`src/rtl/m_seq_checker_32bit.sv`:
```
`default_nettype none
// ============================================================================
// Module   : m_seq_checker_32bit
// Brief    : Receive-side checker for the 32-bit Galois m-sequence generator.
//            Hunts for lock, then counts mismatches and checked words.
//            Optional mismatch capture ports: define M_SEQ_CHK_ERR_CAPTURE_EN.
// Revision : 1.0 - initial release
// ============================================================================
module m_seq_checker_32bit #(
    parameter int LOCK_CNT = 8,
    parameter int LOSS_CNT = 4,
    parameter int CNT_W    = 32
) (
    input  logic              clk,
    input  logic              rst,
    input  logic [31:0]       din,
    input  logic              din_valid,
    input  logic              clr_cnt,
    output logic              locked,
    output logic              err_pulse,
    output logic [CNT_W-1:0]  err_cnt,
    output logic [CNT_W-1:0]  word_cnt,
    output logic              zero_state
`ifdef M_SEQ_CHK_ERR_CAPTURE_EN
    ,
    output logic [31:0]       err_rx,
    output logic [31:0]       err_exp
`endif
);

    localparam int c_GR_W = $clog2(LOCK_CNT + 1);
    localparam int c_BR_W = $clog2(LOSS_CNT + 1);

    typedef enum logic [0:0] {
        ST_HUNT = 1'b0,
        ST_LOCK = 1'b1
    } state_t;

    // One generator step: shift up, feedback s[31] into bit 0 and the taps.
    function automatic logic [31:0] f_step(input logic [31:0] s);
        logic [31:0] n;
        n[0] = s[31];
        for (int i = 1; i < 32; i++) begin
            if (i == 24 || i == 25 || i == 29 || i == 31)
                n[i] = s[i-1] ^ s[31];
            else
                n[i] = s[i-1];
        end
        return n;
    endfunction

    state_t             r_state,     w_state_nxt;
    logic [31:0]        r_prev,      w_prev_nxt;
    logic               r_have_prev, w_have_prev_nxt;
    logic [c_GR_W-1:0]  r_good_run,  w_good_run_nxt;
    logic [c_BR_W-1:0]  r_bad_run,   w_bad_run_nxt;
    logic [31:0]        r_replica,   w_replica_nxt;
    logic               r_err_pulse, w_err_pulse_nxt;
    logic [CNT_W-1:0]   r_err_cnt,   w_err_cnt_nxt;
    logic [CNT_W-1:0]   r_word_cnt,  w_word_cnt_nxt;
    logic               r_zero,      w_zero_nxt;
    logic               w_err_inc, w_word_inc;
    logic               w_good, w_mismatch;
`ifdef M_SEQ_CHK_ERR_CAPTURE_EN
    logic [31:0]        r_err_rx, r_err_exp;
    logic               w_cap;
`endif

    assign w_good     = r_have_prev && (din == f_step(r_prev)) && (din != 32'h0);
    assign w_mismatch = (din != r_replica);

    always_comb begin
        w_state_nxt     = r_state;
        w_prev_nxt      = r_prev;
        w_have_prev_nxt = r_have_prev;
        w_good_run_nxt  = r_good_run;
        w_bad_run_nxt   = r_bad_run;
        w_replica_nxt   = r_replica;
        w_err_pulse_nxt = 1'b0;
        w_zero_nxt      = r_zero;
        w_err_inc       = 1'b0;
        w_word_inc      = 1'b0;
`ifdef M_SEQ_CHK_ERR_CAPTURE_EN
        w_cap           = 1'b0;
`endif
        if (din_valid) begin
            w_zero_nxt = (din == 32'h0);
            if (r_state == ST_HUNT) begin
                w_prev_nxt      = din;
                w_have_prev_nxt = 1'b1;
                if (!w_good) begin
                    w_good_run_nxt = '0;
                end else if (r_good_run == c_GR_W'(LOCK_CNT - 1)) begin
                    w_state_nxt    = ST_LOCK;
                    w_replica_nxt  = f_step(din);
                    w_bad_run_nxt  = '0;
                    w_good_run_nxt = '0;
                end else begin
                    w_good_run_nxt = r_good_run + c_GR_W'(1);
                end
            end else begin
                // Replica free-runs so a single bad word costs one error only.
                w_replica_nxt   = f_step(r_replica);
                w_word_inc      = 1'b1;
                w_err_pulse_nxt = w_mismatch;
`ifdef M_SEQ_CHK_ERR_CAPTURE_EN
                w_cap           = w_mismatch;
`endif
                if (!w_mismatch) begin
                    w_bad_run_nxt = '0;
                end else begin
                    w_err_inc = 1'b1;
                    if (r_bad_run == c_BR_W'(LOSS_CNT - 1)) begin
                        w_state_nxt     = ST_HUNT;
                        w_prev_nxt      = din;
                        w_have_prev_nxt = 1'b1;
                        w_good_run_nxt  = '0;
                        w_bad_run_nxt   = '0;
                    end else begin
                        w_bad_run_nxt = r_bad_run + c_BR_W'(1);
                    end
                end
            end
        end

        // Clear wins over a same-cycle increment; counters stick at all-ones.
        w_err_cnt_nxt  = r_err_cnt;
        w_word_cnt_nxt = r_word_cnt;
        if (clr_cnt) begin
            w_err_cnt_nxt  = '0;
            w_word_cnt_nxt = '0;
        end else begin
            if (w_err_inc && (r_err_cnt != {CNT_W{1'b1}}))
                w_err_cnt_nxt = r_err_cnt + CNT_W'(1);
            if (w_word_inc && (r_word_cnt != {CNT_W{1'b1}}))
                w_word_cnt_nxt = r_word_cnt + CNT_W'(1);
        end
    end

    always_ff @(posedge clk) begin
        if (rst) begin
            r_state     <= ST_HUNT;
            r_prev      <= '0;
            r_have_prev <= 1'b0;
            r_good_run  <= '0;
            r_bad_run   <= '0;
            r_replica   <= '0;
            r_err_pulse <= 1'b0;
            r_err_cnt   <= '0;
            r_word_cnt  <= '0;
            r_zero      <= 1'b0;
        end else begin
            r_state     <= w_state_nxt;
            r_prev      <= w_prev_nxt;
            r_have_prev <= w_have_prev_nxt;
            r_good_run  <= w_good_run_nxt;
            r_bad_run   <= w_bad_run_nxt;
            r_replica   <= w_replica_nxt;
            r_err_pulse <= w_err_pulse_nxt;
            r_err_cnt   <= w_err_cnt_nxt;
            r_word_cnt  <= w_word_cnt_nxt;
            r_zero      <= w_zero_nxt;
        end
    end

`ifdef M_SEQ_CHK_ERR_CAPTURE_EN
    always_ff @(posedge clk) begin
        if (rst) begin
            r_err_rx  <= '0;
            r_err_exp <= '0;
        end else if (w_cap) begin
            r_err_rx  <= din;
            r_err_exp <= r_replica;
        end
    end

    assign err_rx  = r_err_rx;
    assign err_exp = r_err_exp;
`endif

    assign locked     = (r_state == ST_LOCK);
    assign err_pulse  = r_err_pulse;
    assign err_cnt    = r_err_cnt;
    assign word_cnt   = r_word_cnt;
    assign zero_state = r_zero;

endmodule
`default_nettype wire

```
`config.mk`:
```
export PLATFORM = sky130hd
export DESIGN_NAME = m_seq_checker_32bit
export DESIGN_NICKNAME = d
export VERILOG_FILES = /design/src/rtl/m_seq_checker_32bit.sv
export SDC_FILE = /design/constraint.sdc
export NUM_CORES = 1
export LEC_CHECK = 0
export BUFFER_PORTS_ARGS = -buffer_cell sky130_fd_sc_hd__buf_2
export CORE_MARGIN = 3
export CORE_UTILIZATION = 52
export CTS_CLUSTER_DIAMETER = 150
export CTS_CLUSTER_SIZE = 28
export DETAILED_ROUTE_END_ITERATION = 12
export PLACE_DENSITY = 0.84
export SYNTH_ARGS = -nofsm -noshare
export SYNTH_HDL_FRONTEND = slang
export SYNTH_SLANG_ARGS = --single-unit
```
`constraint.sdc`:
```
create_clock -name clk -period 3.4 [get_ports clk]
set_input_delay 0.68 -clock clk [delete_from_list [all_inputs] [get_ports clk]]
set_output_delay 0.68 -clock clk [all_outputs]
set_load 0.03 [all_outputs]
```
==> results.md, run 1 <==
* Final worst path period need at 2.587 ns
* CTS tree: built
* Cts hold-fix bufs at 0
* Crit. Startpoint: din[21]
* Die Ht at 123.3 um
* Worst-case vdd ir drop at 0.3385 mV
* Half-perimeter wire length after placement at 12120 um
* Vias per cell at 5.808
* Total power divided by cell area at 446.9 nW/um2
* Status: finished clean
* Min-delay worst type: flip-flop to flip-flop
* Hold Crit Start: r_bad_run[2]
* Critical Path Start Type: primary input
* Core area at 13350 um2
* Maximum clock rate at 0.3866 GHz
* Syn Nets at 842
* Count of cell types in the netlist at 52
* Yosys reg bits at 139
* Setup_tns at 0 ns
* Met3 global-route usage at 0.06542
* I/O Buffers at 102
* Post-Route WL at 17460 um
* Critical path type: primary input to flip-flop
* Die area at 15210 um2
* 1st-iter DRT viols at 399
* Die Wd at 123.3 um
* Ys async rst share at 0
* CP Capture Type: flip-flop
* Clock tree root buffer cell: clkbuf_16
* Synthesized area at 7161 um2
* Cell Chain, Critical Path: buf_2 -> xor2_1 -> a211oi_1 -> nand4_1 -> or3_1 -> o41ai_4 -> buf_12 -> nor2_1 -> a211oi_2
* Residual DRC count at 0
* Hold Path Sink: r_bad_run[2]
* RSZ-0062 raised after global routing: no
* Hold path cells at 2
* Routed via count at 6278
* Max Slew Vio Count at 0
* Most frequent cells in the layout: dfxtp_1 (138), nor2_1 (115), buf_2 (102)
* Reg2reg setup slack at 0.88 ns
* Clk sinks at 139
* IO Count at 103
* Vias in the first global route at 5807
* Largest net degree at the start of global routing at 63
* R2R cell count at 5
* Clock Pin Slew Worst Setup and Hold Paths at 0.06 ns
* Commonest non-fill, non-tap cell in the layout: dfxtp_1
* Post-cts resize count at 0
* Worst-Skew Late Latency at 0.42 ns
* Post-DRT Antenna Nets at 0
* Post-CTS setup buffer count at 0
* Least-Margin Pin Slew at 0.8869 ns
* Syn avg cell area at 8.940 um2
* CP top delay family: compound AO/OA/AOI/OAI gates
* Area delta synth->final at 17.04%
* Routed len/inst at 16.15 um
* Ys flop type: dfxtp_1
* Maxcap violations at 0
* Post-layout nets at 933
* Post-Synthesis Cells at 801
* WP data arrival at 2.91 ns
* Htree depth at 4
* Final core utilization at 0.6279
* Fin area at 8381 um2
* M2 GR Usage at 0.3724
* Placed Area at 7795 um2
* Gr busiest metal: met2
* M1 GR Usage at 0.3032
* Layout cell share with drive strength beyond 1 at 0.2022
* Worst rel slew slack at 0.4066
* R2R Path End: word_cnt[28]
* Final Hold Fails at 0
* # rows at 42
* Leakage at 3.201 nW
* Worst Clk Skew at 0.01112 ns
* Pre-Repair DR Iteration Count at 5
* Number of synthesized flops with an enable pin at 0
* GRT overflow at 0
* Worst path bufs/invs at 2
* Endpoints failing setup at 0
* Design Power at 0.003745 W
* Reg2Reg Launch Point: word_cnt[10]
* Final GP Congestion at 0.9446
* N_diodes at 0
* Synth Warn # at 0
* Seq/Total Area, Yosys at 0.3886
* Initial antenna violation count at 0
* WP data required at 3.73 ns
* First-pass GRT wire length at 28280 um
* Fin crit share at 0.7608
* Max clock buf depth at 2
* Global-route usage over all layers at 0.2328
* Num CTS Buffers at 17
* Starting density of the core at 0.5365
* Slowest stage delay, CP at 0.41 ns
* Critical-path maximum fanout at 62
* CP max stage cell: or3_1
worst max path at each step:
stage                          endpoint  slack (ns)  cells after the start
after detailed placement  r_replica[24]        0.46                      9
final                      r_replica[0]        0.81                      9
after global routing        err_cnt[27]        0.62                      7
after global placement    r_replica[25]        0.49                      8
after CTS                  r_replica[0]        0.86                      9
after floorplan           r_replica[25]        0.54                     11
synth_stat cells, types with 25 or more instances:
cell / number / area [um2]
nor2_1: 115 / 431.7
xor2_1: 56 / 490.5
xnor2_1: 50 / 437.9
nand4_1: 30 / 187.7
nand3_1: 33 / 165.2
mux2i_1: 65 / 650.6
nor4_1: 25 / 156.4
clkbuf_1: 29 / 108.9
a211oi_2: 28 / 350.3
nand2_1: 40 / 150.1
dfxtp_1: 139 / 2783
report_power, final:
part / internal [W] / leakage, nW / switching, W
Clock: 0.00110 / 0.282 / 0.000723
Sequential: 0.00165 / 1.13 / 0.0000176
Combinational: 0.0000914 / 1.79 / 0.000162
routing by layer:
layer / vias up / part of all wire
li1: 3029 / -
met1: 3012 / 0.45
met2: 206 / 0.47
met3: 31 / 0.068
met4: 0 / 0.019
met5: - / 0
worst min-delay path: cells and delay by family (launching register included):
kind / cells / cell delay [ns]
simple gates: 1 / 0.06
flops: 1 / 0.31
compound gates: 1 / 0.04
flip-flops by register name, summed over array words and instances, names as in the netlist:
register and count:
r_have_prev 1, err_cnt 32, r_replica 32, err_pulse 1, locked 1, zero_state 1, word_cnt 32, r_good_run 4
r_prev 32, r_bad_run 3
final cells by class:
cell class	instances	area, um2
Clock buffer	18	439.2
Sequential cell	139	2784
Fill cell	1126	4967
Timing Repair Buffer	113	605.6
Clock inverter	14	146.4
Tap cell	176	220.2
Inverter	15	56.30
Multi-Input combinational cell	606	4129
metrics by stage:
step	std cells	hold WS (ns)	setup WS [ns]
CTS	1081	0.4542	0.8572
finish	1081	0.4550	0.8134
global route	1081	0.4923	0.6171
global placement	1049	0.4413	0.4881
detailed placement	1049	0.4461	0.4629
floorplan	801	0.4272	0.5372
kinds of logic after synthesis:
group / Yosys count / share of synthesized area
adder cells (fa/ha/maj): 5 / 0.008737
AND/OR/NAND/NOR: 326 / 0.2306
AO/OA/AOI/OAI: 103 / 0.1152
buffers and inverters: 56 / 0.03477
XOR/XNOR: 106 / 0.1297
multiplexers: 66 / 0.09243
flip-flops: 139 / 0.3886
Power figures use the tool's default switching activity.
==> inputs of run 2 (changes only) <==
Clock period 3.4 ns to 2.6 ns, I/O delays scaled along.
==> run 2 against run 1 <==
  * Wire length increased by 3.4%
  * Global-route usage increased by 1.4 points
  * Clock power increased by 34%
  * Via count increased by 2.5%
  * Worst setup slack got worse by 0.67 ns
  * Final cell count increased by 3.6%
  * Core utilization increased by 3.2 points
  * Power increased by 33%
  * Largest power group unchanged
  * Largest cell class unchanged
  * Register-to-register slack got worse by 0.74 ns
  * Critical path depth unchanged
  * Critical endpoint is now r_replica[10]
  * Sequential cell count unchanged
==> results.md, run 2 (synthesized netlist as in run 1, its figures left out) <==
* Status: finished clean
* Starting density of the core at 0.5365
* Dpl ws at -0.1710 ns
* Critical path type: flip-flop to flip-flop
* Cts hold-fix bufs at 0
* Leakage at 3.449 nW
* Core area at 13350 um2
* CTS tree: built
* GRT overflow at 0
* R2R cell count at 9
* Final Hold Fails at 0
* IO Count at 103
* Post-layout nets at 972
* Initial antenna violation count at 0
* Endpoints failing setup at 0
* CP max stage cell: o41ai_4
* Largest net degree at the start of global routing at 42
* Critical Path Start Type: flip-flop
* Dpl cells at 1088
* Residual DRC count at 0
* Post-cts resize count at 0
* Worst-case vdd ir drop at 0.5015 mV
* RSZ-0062 raised after global routing: no
* Max clock buf depth at 2
* N_diodes at 0
* Reg2reg setup slack at 0.14 ns
* Die area at 15210 um2
* Clock tree root buffer cell: clkbuf_16
* CP top delay family: simple AND/OR/NAND/NOR gates
* Fin area at 8806 um2
* Post-DRT Antenna Nets at 0
* WP data arrival at 2.80 ns
* Worst rel slew slack at 0.6165
* Layout cell share with drive strength beyond 1 at 0.2373
* Levels on crit path at 9
* Cell Chain, Critical Path: xor2_1 -> nor4_2 -> nand4_1 -> or3_1 -> o41ai_4 -> buf_12 -> buf_4 -> nor2_1 -> a211oi_2
* Num CTS Buffers at 17
* First-pass GRT wire length at 29570 um
* Area delta synth->final at 22.98%
* Hold path cells at 3
* Max Slew Vio Count at 0
* Finished Layout Cells at 1120
* Placed Area at 8192 um2
* Post-Route WL at 18060 um
* Slowest stage delay, CP at 0.42 ns
* Die Wd at 123.3 um
* R2R Path End: r_replica[10]
* Half-perimeter wire length after placement at 13160 um
* Vias in the first global route at 6140
* Final GP Congestion at 0.9569
* Maxcap violations at 0
* Routed len/inst at 16.13 um
* Hold Crit Start: clr_cnt
* Min-delay worst type: primary input to flip-flop
* Worst Clk Skew at 0.01046 ns
* Maximum clock rate at 0.4069 GHz
* Least-Margin Pin Slew at 0.5753 ns
* Clock Pin Slew Worst Setup and Hold Paths at 0.06 ns
* CP Capture Type: flip-flop
* Commonest non-fill, non-tap cell in the layout: dfxtp_1
* Total power divided by cell area at 566.3 nW/um2
* Most frequent cells in the layout: dfxtp_1 (137), nor2_1 (115), buf_2 (102)
* I/O Buffers at 102
* Post-CTS setup buffer count at 0
* Reg2Reg Launch Point: r_prev[9]
* Die Ht at 123.3 um
* Hold slack at 0.4313 ns
* WP data required at 2.94 ns
* Global-route usage over all layers at 0.2464
* Pre-Repair DR Iteration Count at 4
* # rows at 42
* Hold Path Sink: err_cnt[17]
* 1st-iter DRT viols at 312
* Clk sinks at 139
* Routed via count at 6435
* Final worst path period need at 2.457 ns
* Vias per cell at 5.746
* Worst path bufs/invs at 2
* Final worst-path setup slack at 0.1426 ns
* Critical-path maximum fanout at 8
* Htree depth at 4
* Worst-Skew Late Latency at 0.42 ns
* Fin crit share at 0.9452
==> run 2: final cells by class <==
cell class	instances	area, um2
Tap cell	176	220.2
Sequential cell	139	2785
Clock buffer	22	484.2
Inverter	15	56.30
Clock inverter	10	113.9
Multi-Input combinational cell	606	4144
Timing Repair Buffer	152	1002
Fill cell	1092	4542
==> run 2: worst max path at each step <==
| stage | slack, ns | from | end |
|---|---|---|---|
| final | 0.14 | r_prev[9] | r_replica[10] |
| after global routing | 0.003 | r_prev[24] | r_replica[3] |
| after CTS | 0.12 | r_prev[31] | r_replica[28] |
| after detailed placement | -0.17 | din[10] | r_replica[28] |
| after global placement | -0.07 | din[24] | r_replica[2] |
| after floorplan | -0.03 | din[24] | r_replica[25] |
==> run 2: stage by stage <==
step	utilization	power, W	TNS, ns
after floorplan	-	0.002439	-0.06886
after global placement	0.6137	0.002583	-1.256
after detailed placement	0.6137	0.002592	-3.676
after CTS	0.6585	0.005014	0
after global routing	0.6597	0.005150	0
final	0.6597	0.004987	0
==> run 2: worst min-delay path, stage by stage <==
cell and delay, ns:
buf_2 0.12, or3_1 0.11, o31ai_1 0.05
==> run 2: per-layer routing <==
layer / vias up / GRT usage / share of wire
met2: 220 / 0.4013 / 0.48
met4: 0 / 0.1356 / 0.039
met1: 3039 / 0.3013 / 0.42
met5: - / 0 / 0
li1: 3126 / - / -
met3: 50 / 0.05535 / 0.060
==> run 2: power by group <==
group	switching (W)	total (W)	internal [W]
Combinational	0.000220	0.000370	0.000150
Sequential	0.0000237	0.00219	0.00216
Clock	0.000920	0.00243	0.00151
Total	0.00116	0.00499	0.00382
==> inputs of run 3 (changes only) <==
Clock period 2.6 ns to 3 ns, I/O delays scaled along.
==> run 3 against run 2 <==
  * Maximum frequency shrank 11%
  * Critical path type unchanged
  * Clock skew is essentially flat
  * Die area is the same
  * Combinational power shrank 22%
  * Worst hold slack gained 0.027 ns
  * Clock-buffer cell count shrank 5
  * Global-route usage shrank 1.1 points
  * Sequential share of layout area grew 1.4 points
  * Sequential cell count is the same
  * Worst setup slack gained 0.11 ns
  * Sequential power shrank 14%
  * Final cell count shrank 3.0%
==> results.md, run 3 (synthesized netlist as in run 1, its figures left out) <==
* Commonest non-fill, non-tap cell in the layout: dfxtp_1
* # rows at 42
* CTS tree: built
* Clock Pin Slew Worst Setup and Hold Paths at 0.06 ns
* Critical path type: flip-flop to flip-flop
* Min-delay worst type: flip-flop to flip-flop
* Pre-Repair DR Iteration Count at 6
* Residual DRC count at 0
* Top Metal Used: met4
* Final worst path period need at 2.746 ns
* Fin area at 8426 um2
* RSZ-0062 raised after global routing: no
* Max clock buf depth at 2
* Num CTS Buffers at 17
* Starting density of the core at 0.5365
* Cell Chain, Critical Path: xnor2_1 -> nand4_1 -> nor4_1 -> buf_4 -> a21oi_1 -> nand3_1 -> or4_1 -> a21oi_1
* DR WL met3 at 1231 um
* Worst Clk Skew at 0.01039 ns
* Placed Area at 7853 um2
* Sequential standard cell area at 2784 um2
* Finished Layout Cells at 1086
* CP max stage cell: a21oi_1
* 1st-iter DRT viols at 326
* First-pass GRT wire length at 28370 um
* Fin crit share at 0.9154
* Vias per cell at 5.760
* Maxcap violations at 0
* Critical Path Start Type: flip-flop
* Worst rel slew slack at 0.4832
* Post-cts resize count at 0
* Htree depth at 4
* Total power divided by cell area at 500.5 nW/um2
* CP Capture Type: flip-flop
* Post-layout nets at 939
* Final GP Congestion at 0.9167
* Worst-Skew Late Latency at 0.42 ns
* I/O Buffers at 102
* Hold slack at 0.4578 ns
* Crit path top cell by count: a21oi_1
* WP data required at 3.35 ns
* Clock tree root buffer cell: clkbuf_16
* Slowest stage delay, CP at 0.62 ns
* Vias in the first global route at 5810
* Metal2 WL at 8276 um
* Clk sinks at 139
* Area delta synth->final at 17.67%
* Layout cell share with drive strength beyond 1 at 0.2066
* GRT overflow at 0
* Post-Route WL at 17610 um
* Least-Margin Pin Slew at 0.7751 ns
* Max Slew Vio Count at 0
* Global-route usage over all layers at 0.2358
* Post-CTS setup buffer count at 0
* Multi-input combinational cell area at 4129 um2
* Die Ht at 123.3 um
* Design Power at 0.004217 W
* Endpoints failing setup at 0
* Met1 WL at 7782 um
* Final Hold Fails at 0
* Die area at 15210 um2
* Maximum clock rate at 0.3642 GHz
* Most frequent cells in the layout: dfxtp_1 (138), nor2_1 (115), buf_2 (102)
* Status: finished clean
* IO Count at 103
* Routed len/inst at 16.22 um
* Post-DRT Antenna Nets at 0
* Largest net degree at the start of global routing at 53
* Cts hold-fix bufs at 0
* Initial antenna violation count at 0
* Dpl cells at 1055
* N_diodes at 0
* Fillers at 1123
* Critical-path maximum fanout at 16
* Half-perimeter wire length after placement at 12600 um
* Reg2reg setup slack at 0.25 ns
* WP data arrival at 3.09 ns
* Core area at 13350 um2
* Routed via count at 6255
* Die Wd at 123.3 um
* Leakage at 3.236 nW
* Worst-case vdd ir drop at 0.3697 mV
==> run 3: changes by cell type in the layout (fill, tap and decap cells not counted), moves of 2 or more <==
cell | before | now
buf_12 | 9 | 2
clkbuf_8 | 4 | 0
clkinv_4 | 2 | 4
buf_4 | 40 | 15
==> run 3: per-layer routing <==
layer	GRT usage	vias to the layer above
met3	0.06999	34
li1	-	3042
met4	0.08443	0
met2	0.3768	219
met1	0.3029	2960
met5	0	-
==> run 3: metrics by stage <==
| step | setup WS [ns] | setup TNS (ns) | utilization |
|---|---|---|---|
| floorplan | 0.2172 | 0 | - |
| global placement | -0.01280 | -0.02231 | 0.5883 |
| detailed placement | -0.06979 | -0.1786 | 0.5883 |
| CTS | 0.3010 | 0 | 0.6312 |
| global route | 0.09088 | 0 | 0.6312 |
| finish | 0.2539 | 0 | 0.6312 |
==> run 3: power breakdown <==
group	leakage [nW]	switching (W)	internal, W	total [W]
logic	1.83	0.000182	0.000107	0.000289
registers	1.13	0.0000197	0.00187	0.00189
clock network	0.279	0.000815	0.00122	0.00204
==> run 3: critical path, delay by kind of cell, from the launching register on <==
| kind | cells | cell delay (ns) |
|---|---|---|
| buf+inv | 1 | 0.14 |
| flops | 1 | 0.41 |
| xor+xnor | 1 | 0.10 |
| simple gates | 4 | 1.25 |
| compound gates | 2 | 0.76 |
==> run 3: final timing paths <==
check	startpoint	to	depth (start not counted)
max	r_replica[5]	err_cnt[19]	8
min reg2reg	r_bad_run[2]	r_bad_run[2]	2
max reg2reg	r_replica[5]	err_cnt[19]	8
min	r_bad_run[2]	r_bad_run[2]	2
==> run 3: cell type report <==
type | instances | area share
well taps | 176 | 0.02614
clock inverters | 14 | 0.01752
clock buffers | 17 | 0.05049
flip-flops and latches | 139 | 0.3304
multi-input cells | 606 | 0.4901
repair buffers | 119 | 0.07871
inverters | 15 | 0.006683
